$ cat config.mk
export PLATFORM = sky130hd
export DESIGN_NAME = alu_request_arbiter
export DESIGN_NICKNAME = d
export VERILOG_FILES = /design/src/rtl/alu_request_arbiter.sv
export SDC_FILE = /design/constraint.sdc
export NUM_CORES = 1
export LEC_CHECK = 0
export CAP_MARGIN = 20
export CORE_MARGIN = 4
export CORE_UTILIZATION = 42
export CTS_CLUSTER_SIZE = 14
export DETAILED_ROUTE_END_ITERATION = 7
export GPL_TIMING_DRIVEN = 0
export PLACE_DENSITY_LB_ADDON = 0.12
export SETUP_SLACK_MARGIN = 0.5
export SYNTH_ARGS = -nofsm -noshare
export SYNTH_HDL_FRONTEND = slang
export SYNTH_SLANG_ARGS = --single-unit
$ cat constraint.sdc
create_clock -name clk -period 1.2 [get_ports clk]
set_input_delay 0.24 -clock clk [delete_from_list [all_inputs] [get_ports clk]]
set_output_delay 0.24 -clock clk [all_outputs]
set_load 0.02 [all_outputs]
$ cat src/rtl/alu_request_arbiter.sv
// ----------------------------------------------------------------------------
// alu_request_arbiter
//
// Shares one combinational ALU (8-bit result) between two requesters.
// Requests are granted round-robin. The granted command is driven onto the
// ALU operand/opcode ports and held for SETTLE_CYCLES cycles. The ALU result
// is then captured and returned on a valid/ready response channel, tagged
// with the ID of the requester. Only one command is in flight at a time.
//
// Parameters
//   SETTLE_CYCLES  cycles operands are held on the ALU before capture (>=1)
//   CNT_WIDTH      width of the completed-operation counter
//
// Ports
//   clk, resetn                 clock (rising edge), async active-low reset
//   reqN_valid/op/a/b           requester N command (N = 0, 1)
//   reqN_ready                  requester N command accepted this cycle
//   alu_op/alu_a/alu_b          command driven to the shared ALU
//   alu_result                  combinational ALU output
//   rsp_valid/rsp_ready         response handshake
//   rsp_id                      requester that issued the command
//   rsp_data                    captured result (0 for illegal opcodes)
//   rsp_illegal                 opcode 6 or 7 was issued
//   op_count                    completed responses, wraps modulo 2^CNT_WIDTH
// ----------------------------------------------------------------------------
module alu_request_arbiter #(
    parameter int SETTLE_CYCLES = 1,
    parameter int CNT_WIDTH     = 8
) (
    input  logic                 clk,
    input  logic                 resetn,
    input  logic                 req0_valid,
    input  logic [2:0]           req0_op,
    input  logic [3:0]           req0_a,
    input  logic [3:0]           req0_b,
    output logic                 req0_ready,
    input  logic                 req1_valid,
    input  logic [2:0]           req1_op,
    input  logic [3:0]           req1_a,
    input  logic [3:0]           req1_b,
    output logic                 req1_ready,
    output logic [2:0]           alu_op,
    output logic [3:0]           alu_a,
    output logic [3:0]           alu_b,
    input  logic [7:0]           alu_result,
    output logic                 rsp_valid,
    input  logic                 rsp_ready,
    output logic                 rsp_id,
    output logic [7:0]           rsp_data,
    output logic                 rsp_illegal,
    output logic [CNT_WIDTH-1:0] op_count
);

    localparam int SC_W = (SETTLE_CYCLES > 1) ? $clog2(SETTLE_CYCLES) : 1;
    localparam logic [SC_W-1:0]      SC_LOAD = SC_W'(SETTLE_CYCLES - 1);
    localparam logic [SC_W-1:0]      SC_ONE  = SC_W'(1);
    localparam logic [CNT_WIDTH-1:0] CNT_ONE = CNT_WIDTH'(1);

    typedef enum logic [1:0] {
        S_IDLE   = 2'd0,
        S_SETTLE = 2'd1,
        S_RESP   = 2'd2
    } state_t;

    state_t          r_state;
    state_t          w_next_state;
    logic [SC_W-1:0] r_cnt;
    logic            r_rr;
    logic            r_id;

    logic            w_gnt_any;
    logic            w_gnt_id;
    logic            w_cnt_zero;
    logic            w_illegal;

    assign w_gnt_any  = req0_valid | req1_valid;
    // With both requesters valid the round-robin pointer decides; otherwise
    // the single valid requester wins (req1_valid alone selects ID 1).
    assign w_gnt_id   = (req0_valid & req1_valid) ? r_rr : req1_valid;
    assign w_cnt_zero = (r_cnt == '0);
    // Opcodes 6 and 7 are the only ones with both upper bits set.
    assign w_illegal  = alu_op[2] & alu_op[1];

    // State register
    always_ff @(posedge clk or negedge resetn) begin
        if (!resetn) begin
            r_state <= S_IDLE;
        end else begin
            r_state <= w_next_state;
        end
    end

    // Next-state logic
    always_comb begin
        w_next_state = r_state;
        case (r_state)
            S_IDLE:   if (w_gnt_any)  w_next_state = S_SETTLE;
            S_SETTLE: if (w_cnt_zero) w_next_state = S_RESP;
            S_RESP:   if (rsp_ready)  w_next_state = S_IDLE;
            default:                  w_next_state = S_IDLE;
        endcase
    end

    // Output decode: ready only in IDLE toward the granted requester;
    // rsp_valid is a pure decode of the RESP state register.
    always_comb begin
        req0_ready = 1'b0;
        req1_ready = 1'b0;
        rsp_valid  = 1'b0;
        case (r_state)
            S_IDLE: begin
                req0_ready = w_gnt_any & ~w_gnt_id;
                req1_ready = w_gnt_any &  w_gnt_id;
            end
            S_RESP:  rsp_valid = 1'b1;
            default: ;
        endcase
    end

    // Command latch, settle counter, response capture, counter and pointer.
    // alu_* only change on a grant, so they keep the last command otherwise.
    always_ff @(posedge clk or negedge resetn) begin
        if (!resetn) begin
            alu_op      <= 3'd0;
            alu_a       <= 4'd0;
            alu_b       <= 4'd0;
            r_id        <= 1'b0;
            r_cnt       <= '0;
            r_rr        <= 1'b0;
            rsp_id      <= 1'b0;
            rsp_data    <= 8'd0;
            rsp_illegal <= 1'b0;
            op_count    <= '0;
        end else begin
            case (r_state)
                S_IDLE: begin
                    if (w_gnt_any) begin
                        alu_op <= w_gnt_id ? req1_op : req0_op;
                        alu_a  <= w_gnt_id ? req1_a  : req0_a;
                        alu_b  <= w_gnt_id ? req1_b  : req0_b;
                        r_id   <= w_gnt_id;
                        r_cnt  <= SC_LOAD;
                    end
                end
                S_SETTLE: begin
                    if (w_cnt_zero) begin
                        rsp_data    <= w_illegal ? 8'd0 : alu_result;
                        rsp_illegal <= w_illegal;
                        rsp_id      <= r_id;
                    end else begin
                        r_cnt <= r_cnt - SC_ONE;
                    end
                end
                S_RESP: begin
                    if (rsp_ready) begin
                        op_count <= op_count + CNT_ONE;
                        // The requester just served loses priority next time.
                        r_rr     <= ~rsp_id;
                    end
                end
                default: ;
            endcase
        end
    end

endmodule

After elaboration in Yosys (flattened, before gate mapping)
Index checks and enable logic that the tools add are counted.
{ "totals": {"ram_bits": 0, "latchBits": 0, "mem_count": 0, "wordCells": 48, "out_inout_bits": 32, "mem_bits_ro": 0, "input_bits": 35, "register_bits": 34} }
{ "classes": {"reduce_logical": 7, "n_lt_le_gt_ge": 0, "shift": 0, "mul": 0, "bitwise_logic": 8, "n_eq_ne": 5, "n_div": 0, "muxes": 15, "add_sub_neg": 2} }
{ "op_table": {"columns": ["cell", "count"], "rows": [
  ["$add A8 B1 Y8 const B", 1],
  ["$mux W4", 2],
  ["$mux W8", 1],
  ["$reduce_and A2 Y1", 4],
  ["$mux W1", 6],
  ["$mux W2", 3],
  ["$ne A2 B2 Y1 const B", 3],
  ["$pmux W2 S3", 1],
  ["$and A1 B1 Y1", 4],
  ["$mux W3", 1],
  ["$not A1 Y1", 3],
  ["$reduce_and A3 Y1", 1],
  ["$eq A2 B1 Y1 const B", 1],
  ["$eq A2 B2 Y1 const B", 1],
  ["$logic_not A2 Y1", 1],
  ["$pmux W1 S2", 1],
  ["$reduce_bool A2 Y1", 1],
  ["$or A1 B1 Y1", 1],
  ["$sub A1 B1 Y1 const B", 1]
]} }

Logic depth before layout (Yosys ltp)
Gate-level depths: netlist (run 1).
{ "depth": {"word_depth": 5, "mapped_depth": 5, "depth_no_buf": 4} }

Worst setup path after synthesis (run 1)
Ideal clock, no wire load.
{ "synth_path": {"kind": "register -> output", "from": "reg r_rr", "to": "out req0_ready", "slack_ns": -0.121, "arrival_ns": 1.081, "required_ns": 0.960, "n_path_buf": 1, "stages_incl_launch_ff": 4, "cell_sequence": "dfrtp_1 -> nand2b_1 -> buf_2 -> a21oi_1"} }
{ "synth_via": {"elab_chain_len": 4} }
{ "synth_rtl": {"columns": ["item", "line_no", "source"], "rows": [
  ["from (decl)", "68", "logic r_rr;"],
  ["from (signal assigned)", "158", "r_rr <= ~rsp_id;"],
  ["$mux W1", "79", "assign w_gnt_id = (req0_valid & req1_valid) ? r_rr : req1_valid;"],
  ["$not A1 Y1", "112", "req0_ready = w_gnt_any & ~w_gnt_id;"],
  ["$and A1 B1 Y1", "112", null],
  ["$mux W1", "110", "case (r_state)"],
  ["to (decl)", "36", "output logic req0_ready,"]
]} }
Every way passes these cells.

Worst setup path after layout (run 1)
{ "layout_path": {"from": "reg r_state[0]", "to": "out req0_ready"} }
{ "layout_via": {"elab_chain_len": 2} }
{ "layout_rtl": {"columns": ["item", "line_no", "source"], "rows": [
  ["from (decl)", "65", "state_t r_state;"],
  ["from (signal assigned)", "89", "r_state <= w_next_state;"],
  ["$logic_not A2 Y1", "110", null],
  ["$mux W1", "110", null]
]} }
Every way passes these cells.

==> results of run 1 <==
[flip-flops by register name (all words and copies together), names as in the netlist, 2 cells and up]
signal,cells
rsp_data,8
alu_a,4
r_state,2
op_count,8
alu_b,4
alu_op,3
[kinds of logic (layout without fill, tap and decap cells)]
logic type	after synthesis	count (layout)	synth area share [%]
flip-flops	33	33	53.6
AND/OR/NAND/NOR	35	35	14.1
XOR/XNOR	7	7	3.98
multiplexers	1	1	0.730
adder cells (fa/ha/maj)	1	1	0.812
buffers and inverters	12	134	4.14
AO/OA/AOI/OAI	47	48	22.6
[report_power, final]
part           switching (mW)  internal, mW
registers               0.427          1.60
clock network           0.399         0.468
logic                    2.30          2.84
[worst max-delay path by stage]
stage | to | slack [ps] | cells past startpoint
detailed placement | req0_ready | -890 | 4
finish | req0_ready | -280 | 4
global route | req0_ready | -330 | 4
CTS | req0_ready | -270 | 4
floorplan | req0_ready | 110 | 3
global placement | req0_ready | -890 | 4
[timing repair]
action,CTS,global route
setup buffers,34,10
endpoints found under the hold margin,0,33
gates cloned,3,2
resized for setup,226,23
endpoints found under the setup margin,65,67
pin swaps,17,12
[synthesized netlist by cell type (all sizes together), types with 2 or more instances]
library cell	number	area [um^2]
a21oi	14	81.3
a22o	8	70.1
a31oi	11	125
and3	2	12.5
buf	6	41.3
clkbuf	2	7.51
dfrtp	33	826
inv	4	15.0
nand2	7	28.8
nand2b	3	26.3
nand3	12	60.1
nand4	3	18.8
nor2	2	10.0
nor3	2	20.0
o21ai	13	65.1
xnor2	4	35.0
xor2	3	26.3
[metrics by stage]
step | hold WS (ps) | setup TNS (ps)
after floorplan | -55.6 | 0
after global placement | 459 | -32530
after detailed placement | 338 | -8520
after CTS | 34.7 | -1150
after global routing | -31.0 | -5300
final | -61.2 | -4000
[critical path: stages, from the launching register on]
cell and delay, ps:
dfrtp_2 450, nor2_4 170, nand2_4 80, a21oi_4 130, buf_6 130
[cell type report]
cell class                      instances  area (um^2)  area share, %
Sequential cell                        33          837           27.4
Tap cell                               46         57.6           1.88
Timing Repair Buffer                  114         1140           37.4
Clock buffer                            8         90.1           2.95
Multi-Input combinational cell         92          825           27.0
Buffer                                  8         83.8           2.74
Inverter                                4         20.0          0.655
[layer usage]
metal | part of all wire (%) | track usage (%)
met3 | 5.0 | 4.70
met4 | 1.5 | 8.19
met2 | 53 | 35.4
met5 | 0 | 0
met1 | 40 | 26.9
==> impl_metrics.yaml, run 1 <==
critical_path:
  rr_endpoint: "op_count[6]"
  cp-start-kind: "flop"
  setup.worst_path.start: "r_state[0]"
  endpoint_kind: "output port"
  worstPathRequired_ps: 960
  r2r_start: "r_state[0]"
  r2r_cells: 5
  arrival_ps: 1240
  path_max_fanout: 3
  critPathKind: "flop to output port"
  r2r_setup_slack_ps: -190
global_routing:
  overflow: 0
  grt_pass1_wl_um: 7380
  grtUsageTotal_pct: 21.3
  grt_max_degree: 34
  grt_pass1_vias: 1598
  grt_antenna_before_repair: 0
clock_network:
  h-tree-depth: 2
  cts_made_buffers: 5
  clock_sinks: 33
  hold_buffers: 0
  clockBufferDepth: 2
  clock_latency_ps: 280
  cts_tree: "built"
  root_buffer: "clkbuf_8"
  cts.clk_slew.worst_paths_ps: 70
yosys:
  synth_cells: 136
  avgSynthCellArea_um2: 11.3
  async_flop_share_pct: 100
  synth_flop_cell: "dfrtp_1"
  synth_edf_count: 0
  synth_area_mm2: 0.00154
  ys_warn_count: 0
  yosysUniqueCellTypes: 33
  syn-num-nets: 172
  synth_seq_area_share_pct: 53.6
  yosys_register_bits: 33
detailed_routing:
  vias: 1610
  viasPerCell: 5.28
  wl_um: 5710
  drt_pass1_iterations: 4
  drc: 0
  ant_nets: 0
  wl_per_cell_um: 18.7
  drtIter0Drc: 128
cells_and_area:
  finish.instance_area_mm2: 0.00306
  n_fill_cell: 159
  area_growth_pct: 98.2
  final_util_pct: 88.8
  drive_above_1_share_pct: 56.4
  final_cells: 305
  mostFrequentLayoutCells: "44 x buf_6, 36 x buf_4, 31 x clkdlybuf4s50_1"
  fin_nets: 294
  final_common_cell: "buf_6"
  antenna_cells: 0
timing:
  fmax_ghz: 0.674
  hold_viol_final: 33
  slew_viol_final: 0
  maxSlewHeadroom_pct: 68.8
  clock-skew-final_ps: 7.04
  tightest_slew_ps: 468
  setup_viol: 34
  rsz0062_at_grt: "yes"
  setup_ws_ps: -283
  period_needed_ps: 1480
  fin_hold_ws_ps: -61.2
  timing.final.crit_share_pct: 124
power_and_ir_drop:
  p_leak_nw: 1.41
  powerDensity_mw_per_mm2: 2630
  p_total_mw: 8.05
  vdd_ir_drop_max_v: 0.00153
placement:
  postPlaceCellArea_mm2: 0.00232
  dp.cells: 248
  place_ws_ps: -888
  place.gp.congestion: 0.785
  hpwl_um: 2840
  io_buffers: 66
die:
  die_area_mm2: 0.00470
  rows: 21
  start_util_pct: 44.8
  die_height_um: 68.6
  core_area_mm2: 0.00344
  ioPinCount: 67
  die_width_um: 68.6
min_path:
  hold_class: "input pin to asynchronous set/reset pin"
flow_run:
  drv_cap: 0
outcome:
  violations: "hold timing, setup timing"
  status: "finished, violations left"
Note: power is estimated with default switching activity, not from simulation.
==> run 2: changes to the inputs <==
--- a/config.mk
+++ b/config.mk
@@ -13,6 +13,7 @@
 export GPL_TIMING_DRIVEN = 0
 export PLACE_DENSITY_LB_ADDON = 0.12
 export SETUP_SLACK_MARGIN = 0.5
+export SKIP_LAST_GASP = 1
 export SYNTH_ARGS = -nofsm -noshare
 export SYNTH_HDL_FRONTEND = slang
 export SYNTH_SLANG_ARGS = --single-unit
==> run 2 against run 1 <==
Setup slack improved by 4.4 ps. The flow finishes with violations (setup timing). Maximum frequency increased by 0.30%. Clock power decreased by 2%. Flip-flop and latch count unchanged. Clock skew increased by 0.61 ps. Critical endpoint is now req1_ready. Combinational power decreased by 5.6%.
==> impl_metrics.yaml, run 2 (synthesis results as in run 1) <==
die:
  die_width_um: 68.6
  start_util_pct: 44.8
  core_area_mm2: 0.00344
  ioPinCount: 67
  rows: 21
  die_height_um: 68.6
  die_area_mm2: 0.00470
flow_run:
  drv_cap: 0
detailed_routing:
  wl_um: 5480
  vias: 1640
  ant_nets: 0
  drc: 0
  drt_pass1_iterations: 4
  drtIter0Drc: 82
  wl_per_cell_um: 18.3
  viasPerCell: 5.47
cells_and_area:
  fin_nets: 289
  mostFrequentLayoutCells: "43 x buf_6, 33 x buf_4, 31 x clkdlybuf4s50_1"
  reg.largest.list: "op_count (8), rsp_data (8)"
  area_growth_pct: 92.8
  drive_above_1_share_pct: 54.3
  antenna_cells: 0
  final_common_cell: "buf_6"
timing:
  maxSlewHeadroom_pct: 50.2
  setup_viol: 32
  period_needed_ps: 1480
  fmax_ghz: 0.676
  fin_hold_ws_ps: 31.6
  clock-skew-final_ps: 7.65
  setup_ws_ps: -279
  timing.final.crit_share_pct: 123
  slew_viol_final: 0
  tightest_slew_ps: 748
  hold_viol_final: 0
  rsz0062_at_grt: "yes"
global_routing:
  grtUsageTotal_pct: 21.6
  grt_pass1_vias: 1624
  overflow: 0
  grt_max_degree: 34
  grt_pass1_wl_um: 7490
  grt_antenna_before_repair: 0
placement:
  place.gp.congestion: 0.785
  hpwl_um: 2840
  place_ws_ps: -888
  io_buffers: 66
critical_path:
  critPathKind: "flop to output port"
  crit_end: "req1_ready"
  critPathTopFamily: "flip-flops"
  r2r_start: "r_state[0]"
  path_cells: "nor2_4 > and3_2 > buf_4"
  cp-start-kind: "flop"
  critPathSlowestCell: "dfrtp_2"
  setup.worst_path.start: "r_state[1]"
  worstPathRequired_ps: 960
  r2r_setup_slack_ps: -160
  arrival_ps: 1240
  rr_endpoint: "op_count[6]"
  path_depth: 3
  r2r_cells: 5
  critPathMaxStageDelay_ps: 430
  path_max_fanout: 3
  crit_buf_inv: 1
  endpoint_kind: "output port"
clock_network:
  clockBufferDepth: 2
  cts_tree: "built"
  cts.clk_slew.worst_paths_ps: 70
  clock_sinks: 33
  h-tree-depth: 2
  hold_buffers: 0
  cts_made_buffers: 5
  clock_latency_ps: 280
  root_buffer: "clkbuf_8"
power_and_ir_drop:
  vdd_ir_drop_max_v: 0.00135
  powerDensity_mw_per_mm2: 2600
  p_total_mw: 7.74
  p_leak_nw: 1.37
outcome:
  violations: "setup timing"
  status: "finished, violations left"
min_path:
  hold_class: "input pin to asynchronous set/reset pin"
## run 2: cell count changes in the layout (fill, tap and decap cells not counted), moves of 2 or more
cell,delta
o21ai_0,+2
nand2_2,-2
o21ai_1,-2
buf_4,-3
nand2_1,+2
## run 2: timing repair
item	4_1_cts	5_1_grt
resized for setup	220	19
setup buffers	34	6
pin swaps	17	10
gates cloned	3	1
endpoints found under the setup margin	65	65
## run 2: metal layers
metal  vias to the layer above  wire, um  track usage, %
li1                        733         -               -
met1                       824      2220            26.7
met2                        77      2900            36.7
met3                         6       293            4.38
met4                         0        65            8.44
met5                         -         0               0
## run 2: stage by stage
| stage | instances | instance area [um^2] | TNS (ps) | util, % |
|---|---|---|---|---|
| 2_1_floorplan | 136 | 1610 | 0 | - |
| 3_3_place_gp | 248 | 2330 | -32530 | 67.6 |
| 3_5_place_dp | 248 | 2320 | -8520 | 67.4 |
| 4_1_cts | 293 | 2820 | -1180 | 81.8 |
| 5_1_grt | 300 | 2970 | -4380 | 86.3 |
| 6_report | 300 | 2970 | -2910 | 86.3 |
## run 2: final cells by class
cell class,instances,area [um^2]
Buffer,8,83.8
Tap cell,46,57.6
Clock buffer,8,90.1
Inverter,4,15.0
Multi-Input combinational cell,92,807
Timing Repair Buffer,109,1080
Sequential cell,33,837
Fill cell,180,470
## run 2: how the worst min path moves through the flow
stage	from	end	slack, ps	depth (start not counted)
after global routing	resetn	op_count[7]	70	1
after floorplan	resetn	alu_a[0]	-60	0
after global placement	op_count[7]	op_count[7]	460	1
after CTS	resetn	alu_op[1]	30	1
final	resetn	alu_op[2]	30	1
after detailed placement	resetn	op_count[5]	340	1
## run 2: power breakdown
group | total, mW | switching [mW] | internal [mW]
combinational | 4.86 | 2.20 | 2.65
sequential | 2.03 | 0.427 | 1.60
clock | 0.853 | 0.385 | 0.468
total | 7.74 | 3.01 | 4.73
==> run 3: changes to the inputs <==
--- a/config.mk
+++ b/config.mk
@@ -12,6 +12,7 @@
 export DETAILED_ROUTE_END_ITERATION = 7
 export GPL_TIMING_DRIVEN = 0
 export PLACE_DENSITY_LB_ADDON = 0.12
+export REMOVE_ABC_BUFFERS = 1
 export SETUP_SLACK_MARGIN = 0.5
 export SKIP_LAST_GASP = 1
 export SYNTH_ARGS = -nofsm -noshare
==> run 3 against run 2 <==
The run still ends with setup timing left. Largest cell class unchanged. Maximum frequency grew 2.6%. Power shrank 2.2%. Clock-buffer cell count shrank 1. Setup slack gained 37 ps. Final area shrank 4.0%. Non-clock buffer count shrank 11. Critical path depth grew 1. Die area is the same. Via count shrank 5.5%. Clock skew shrank 1.0 ps. Combinational power shrank 7.0%. Global-route usage shrank 0.91 points.
==> impl_metrics.yaml, run 3 (synthesis results as in run 1) <==
power_and_ir_drop:
  powerDensity_mw_per_mm2: 2660
  p_seq_share_pct: 26.2
  combPwrFrac_pct: 59.7
  switching_share_pct: 38.0
  p_clk_share_pct: 14.1
  p_int_mw: 4.70
  vdd_ir_drop_max_v: 0.00139
  switchingPower_mw: 2.88
  p_leak_nw: 1.32
detailed_routing:
  drtIter0Drc: 68
  wl_per_cell_um: 16.2
  viasPerCell: 5.30
  drc: 0
  drt_pass1_iterations: 4
  ant_nets: 0
  wl_um: 4740
  vias: 1549
cells_and_area:
  reg.largest.list: "op_count (8), rsp_data (8)"
  final_util_pct: 82.8
  final_common_cell: "buf_6"
  final_cells: 292
  mostFrequentLayoutCells: "43 x buf_6, 30 x dfrtp_1, 30 x clkdlybuf4s50_1"
  fin_nets: 281
  area_growth_pct: 85.0
  drive_above_1_share_pct: 50.0
  antenna_cells: 0
timing:
  rsz0062_at_grt: "yes"
  slew_viol_final: 0
  period_needed_ps: 1440
  setup_viol: 28
  fmax_ghz: 0.694
  fin_hold_ws_ps: 18.8
  setup_ws_ps: -242
  timing.final.crit_share_pct: 120
  maxSlewHeadroom_pct: 51.3
  clock-skew-final_ps: 6.64
  tightest_slew_ps: 730
  hold_viol_final: 0
clock_network:
  clock_sinks: 33
  root_buffer: "clkbuf_8"
  cts.clk_slew.worst_paths_ps: 70
  hold_buffers: 0
  cts_made_buffers: 5
  cts_tree: "built"
  clock_latency_ps: 270
  clockBufferDepth: 2
  h-tree-depth: 2
global_routing:
  overflow: 0
  grt_antenna_before_repair: 0
  grt_pass1_wl_um: 7170
  grt_pass1_vias: 1559
  grtUsageTotal_pct: 20.7
  grt_max_degree: 34
critical_path:
  r2r_start: "r_state[1]"
  path_cells: "nor2_4 > nand2_2 > a21oi_2 > buf_6"
  critPathKind: "flop to output port"
  setup.worst_path.start: "r_state[1]"
  arrival_ps: 1200
  critPathMaxStageDelay_ps: 440
  cp-start-kind: "flop"
  worstPathRequired_ps: 960
  path_max_fanout: 3
  endpoint_kind: "output port"
  critPathSlowestCell: "dfrtp_2"
die:
  core_area_mm2: 0.00344
  die_height_um: 68.6
  start_util_pct: 44.8
  rows: 21
  die_width_um: 68.6
  ioPinCount: 67
  die_area_mm2: 0.00470
placement:
  dp.cells: 240
  place_ws_ps: -1420
  place.gp.congestion: 0.716
  hpwl_um: 2660
  io_buffers: 66
min_path:
  hold_class: "input pin to asynchronous set/reset pin"
flow_run:
  drv_cap: 0
outcome:
  status: "finished, violations left"
  violations: "setup timing"
==> run 3: critical path, delay by kind of cell, from the launching register on <==
kind	cells	cell delay, ps
flops	1	440
simple gates	2	230
compound gates	1	120
buf+inv	1	130
==> run 3: power by group through the flow <==
stage               registers [mW]  logic [mW]  clock network [mW]
detailed placement            1.97        2.84                   0
finish                        1.99        4.52                1.07
global placement              1.94        2.80                   0
floorplan                     2.41        1.12                   0
global route                  2.04        4.80                1.14
CTS                           1.96        4.14                1.07
==> run 3: timing repair <==
item	CTS	global route
endpoints found under the setup margin	65	65
gates cloned	5	0
gates resized for setup	232	14
buffers inserted	31	8
pin swaps	19	6
==> run 3: routing by layer <==
| metal | global-route usage, % | routed length, um |
|---|---|---|
| met1 | 24.2 | 1820 |
| met2 | 37.5 | 2550 |
| met3 | 4.70 | 353 |
| met4 | 5.46 | 19 |
| met5 | 0 | 0 |
==> run 3: final timing paths <==
path	slack [ps]	end	cells past startpoint
setup / recovery	-240	req0_ready	4
hold / removal	20	op_count[7]	1
setup reg to reg	-180	alu_op[1]	8
hold reg to reg	480	r_id	1
max in group asynchronous	660	r_state[0]	1
min in group clk	380	alu_b[1]	3
==> run 3: layout make-up <==
class | instances | area, um^2
clock inverters | 1 | 30.0
inverters | 4 | 22.5
fillers | 196 | 591
well taps | 46 | 57.6
multi-input cells | 94 | 785
repair buffers | 106 | 1030
clock buffers | 7 | 86.3
repair inverters | 1 | 11.3
flip-flops and latches | 33 | 830
==> run 3: metrics by stage <==
| step | TNS [ps] | cell area, um^2 | total power, mW |
|---|---|---|---|
| after CTS | -2030 | 2740 | 7.16 |
| after global placement | -39730 | 2210 | 4.75 |
| after global routing | -5400 | 2850 | 7.98 |
| after floorplan | -1650 | 1490 | 3.53 |
| final | -3820 | 2850 | 7.57 |
| after detailed placement | -16420 | 2210 | 4.81 |
==> patch (flow settings as in run 1) <==
Register the output `op_count` once more, without a reset; this adds one clock of latency there. The other outputs are not delayed to match.
--- a/src/rtl/alu_request_arbiter.sv
+++ b/src/rtl/alu_request_arbiter.sv
@@ -62,4 +62,6 @@
         S_RESP   = 2'd2
     } state_t;
+
+    logic [CNT_WIDTH-1:0] op_count_s0;
 
     state_t          r_state;
@@ -131,5 +133,5 @@
             rsp_data    <= 8'd0;
             rsp_illegal <= 1'b0;
-            op_count    <= '0;
+            op_count_s0 <= '0;
         end else begin
             case (r_state)
@@ -154,5 +156,5 @@
                 S_RESP: begin
                     if (rsp_ready) begin
-                        op_count <= op_count + CNT_ONE;
+                        op_count_s0 <= op_count_s0 + CNT_ONE;
                         // The requester just served loses priority next time.
                         r_rr     <= ~rsp_id;
@@ -164,4 +166,8 @@
     end
 
+    always_ff @(posedge clk) begin
+        op_count <= op_count_s0;
+    end
+
 endmodule
 
Formal check against the unedited RTL: not equivalent (a bounded check fails within 4 cycles, from zero or initial values and one cycle with resetn low).
==> patch against run 1 <==
- the run ends with negative setup slack left
- power down 0.46%
- critical endpoint is now req1_ready
- synthesized cell count grew 5.9%
- sequential power rose by 17%
- final area is 0.20% higher
- first-iteration DRC count is 45% lower
- worst setup slack improved by 0.025 ns
- synthesized area grew 10%
- sequential cell count increased by 8
- via count decreased by 1.6%
- largest cell class unchanged
- highest routed layer unchanged
- routed wire length shrank 8.8%
==> patch: results <==
[grt]
use_met1 = 0.242
use_met2 = 0.336
grt_use_met3 = 0.0687
grt_pass1_vias = 1674
grt_usage = 0.205
antenna_found_initial = 0
grt_pass1_wl_um = 8080

[status]
status = complete, but fails checks
violations = negative setup slack

[finish]
nNetsFinal = 289
top_regs = op_count x8, op_count_s0 x8, rsp_data x8
final_layout_size_suffix_gt1_frac = 0.496

[placement]
dpl.hpwl_um = 3170
placed_area_um2 = 2470
gp_congestion = 0.779
place_worst_setup_slack_ns = -0.898

[route]
wl_met3_um = 376
wl_met2_um = 2630
num_vias = 1585
drt_first_iter_violations = 70
dr.pass1.iters = 4
drt_wl_total_um = 5200
wl_met1_um = 2070
maxUsedRoutingLayer = met4

[cts]
clk_latency_ns = 0.28
clock_path_buffers = 2
cts_setup_buffers = 21
cts_inserted_buffers = 5
cts_resized = 234

[timing]
setup_viol = 32
setup_slack_ns = -0.257
period_share = 1.21
tightest_slew_ns = 0.742
fin_skew_ns = 0.00330
hold_viol = 0

[setup_path]
critPathArrivalTime_ns = 1.22
r2r_cells = 8
slowest_delay_ns = 0.43
crit_start = r_state[1]
cp_max_fo = 3

[synth]
ys_top_cells_by_area = dfrtp_1 49%, dfxtp_1 9.4%, a31oi_2 6.6%
synthXorXnorAreaFrac = 0.0360
synth-async-reset-ratio = 0.805
seq_area_frac_synth = 0.579
synthesis.nets = 180
synthAdderAreaFrac = 0.00735
synth_compound_area_frac = 0.205
synth_cell_type_count = 34
muxShareOfSynthArea = 0.00662

[pwr]
power.leakage_nw = 1.41
ir_worst_vdd_mv = 1.60

[min_path]
hold_class = in -> async
-- patch: cell count changes after synthesis, sizes merged --
| cell | before | now |
|---|---|---|
| dfxtp | 0 | 8 |
-- patch: final cells by class --
cell class | count | area (µm²)
Fill cell | 200 | 737
Sequential cell | 41 | 998
Multi-Input combinational cell | 92 | 774
Inverter | 4 | 22.5
Clock inverter | 1 | 5.00
Clock buffer | 7 | 76.3
Timing Repair Buffer | 101 | 1050
Tap cell | 48 | 60.1
Buffer | 8 | 77.6
-- patch: worst paths after layout --
kind	end	slack [ns]
max	req1_ready	-0.26
min	op_count_s0[7]	0.02
max reg2reg	alu_op[0]	-0.22
min reg2reg	op_count[7]	0.40
max in group asynchronous	r_state[1]	0.67
min in group clk	op_count[7]	0.40
-- patch: per-stage QoR --
| step | power (W) | setup TNS (ns) | utilization | instances |
|---|---|---|---|---|
| after floorplan | 0.00415 | 0 | - | 144 |
| after global placement | 0.00538 | -32.89 | 0.652 | 258 |
| after detailed placement | 0.00548 | -8.60 | 0.650 | 258 |
| after CTS | 0.00772 | -3.93 | 0.779 | 292 |
| after global routing | 0.00840 | -6.21 | 0.806 | 302 |
| final | 0.00801 | -4.87 | 0.806 | 302 |
-- patch: critical path, delay by kind of cell (launching register included) --
family | cells | cell delay, ns
buffers and inverters | 1 | 0.11
DFF | 1 | 0.43
and+or+nand+nor | 2 | 0.39
-- patch: cell families after synthesis --
logic type | Yosys count
AO/OA/AOI/OAI | 47
flip-flops | 41
AND/OR/NAND/NOR | 35
buffers and inverters | 12
XOR/XNOR | 7
multiplexers | 1
adder cells (fa/ha/maj) | 1
-- patch: report_power, final --
part	total [W]	internal, W	switching, W
sequential	0.00238	0.00193	0.000448
combinational	0.00478	0.00269	0.00209
clock	0.000845	0.000408	0.000437
total	0.00801	0.00503	0.00297
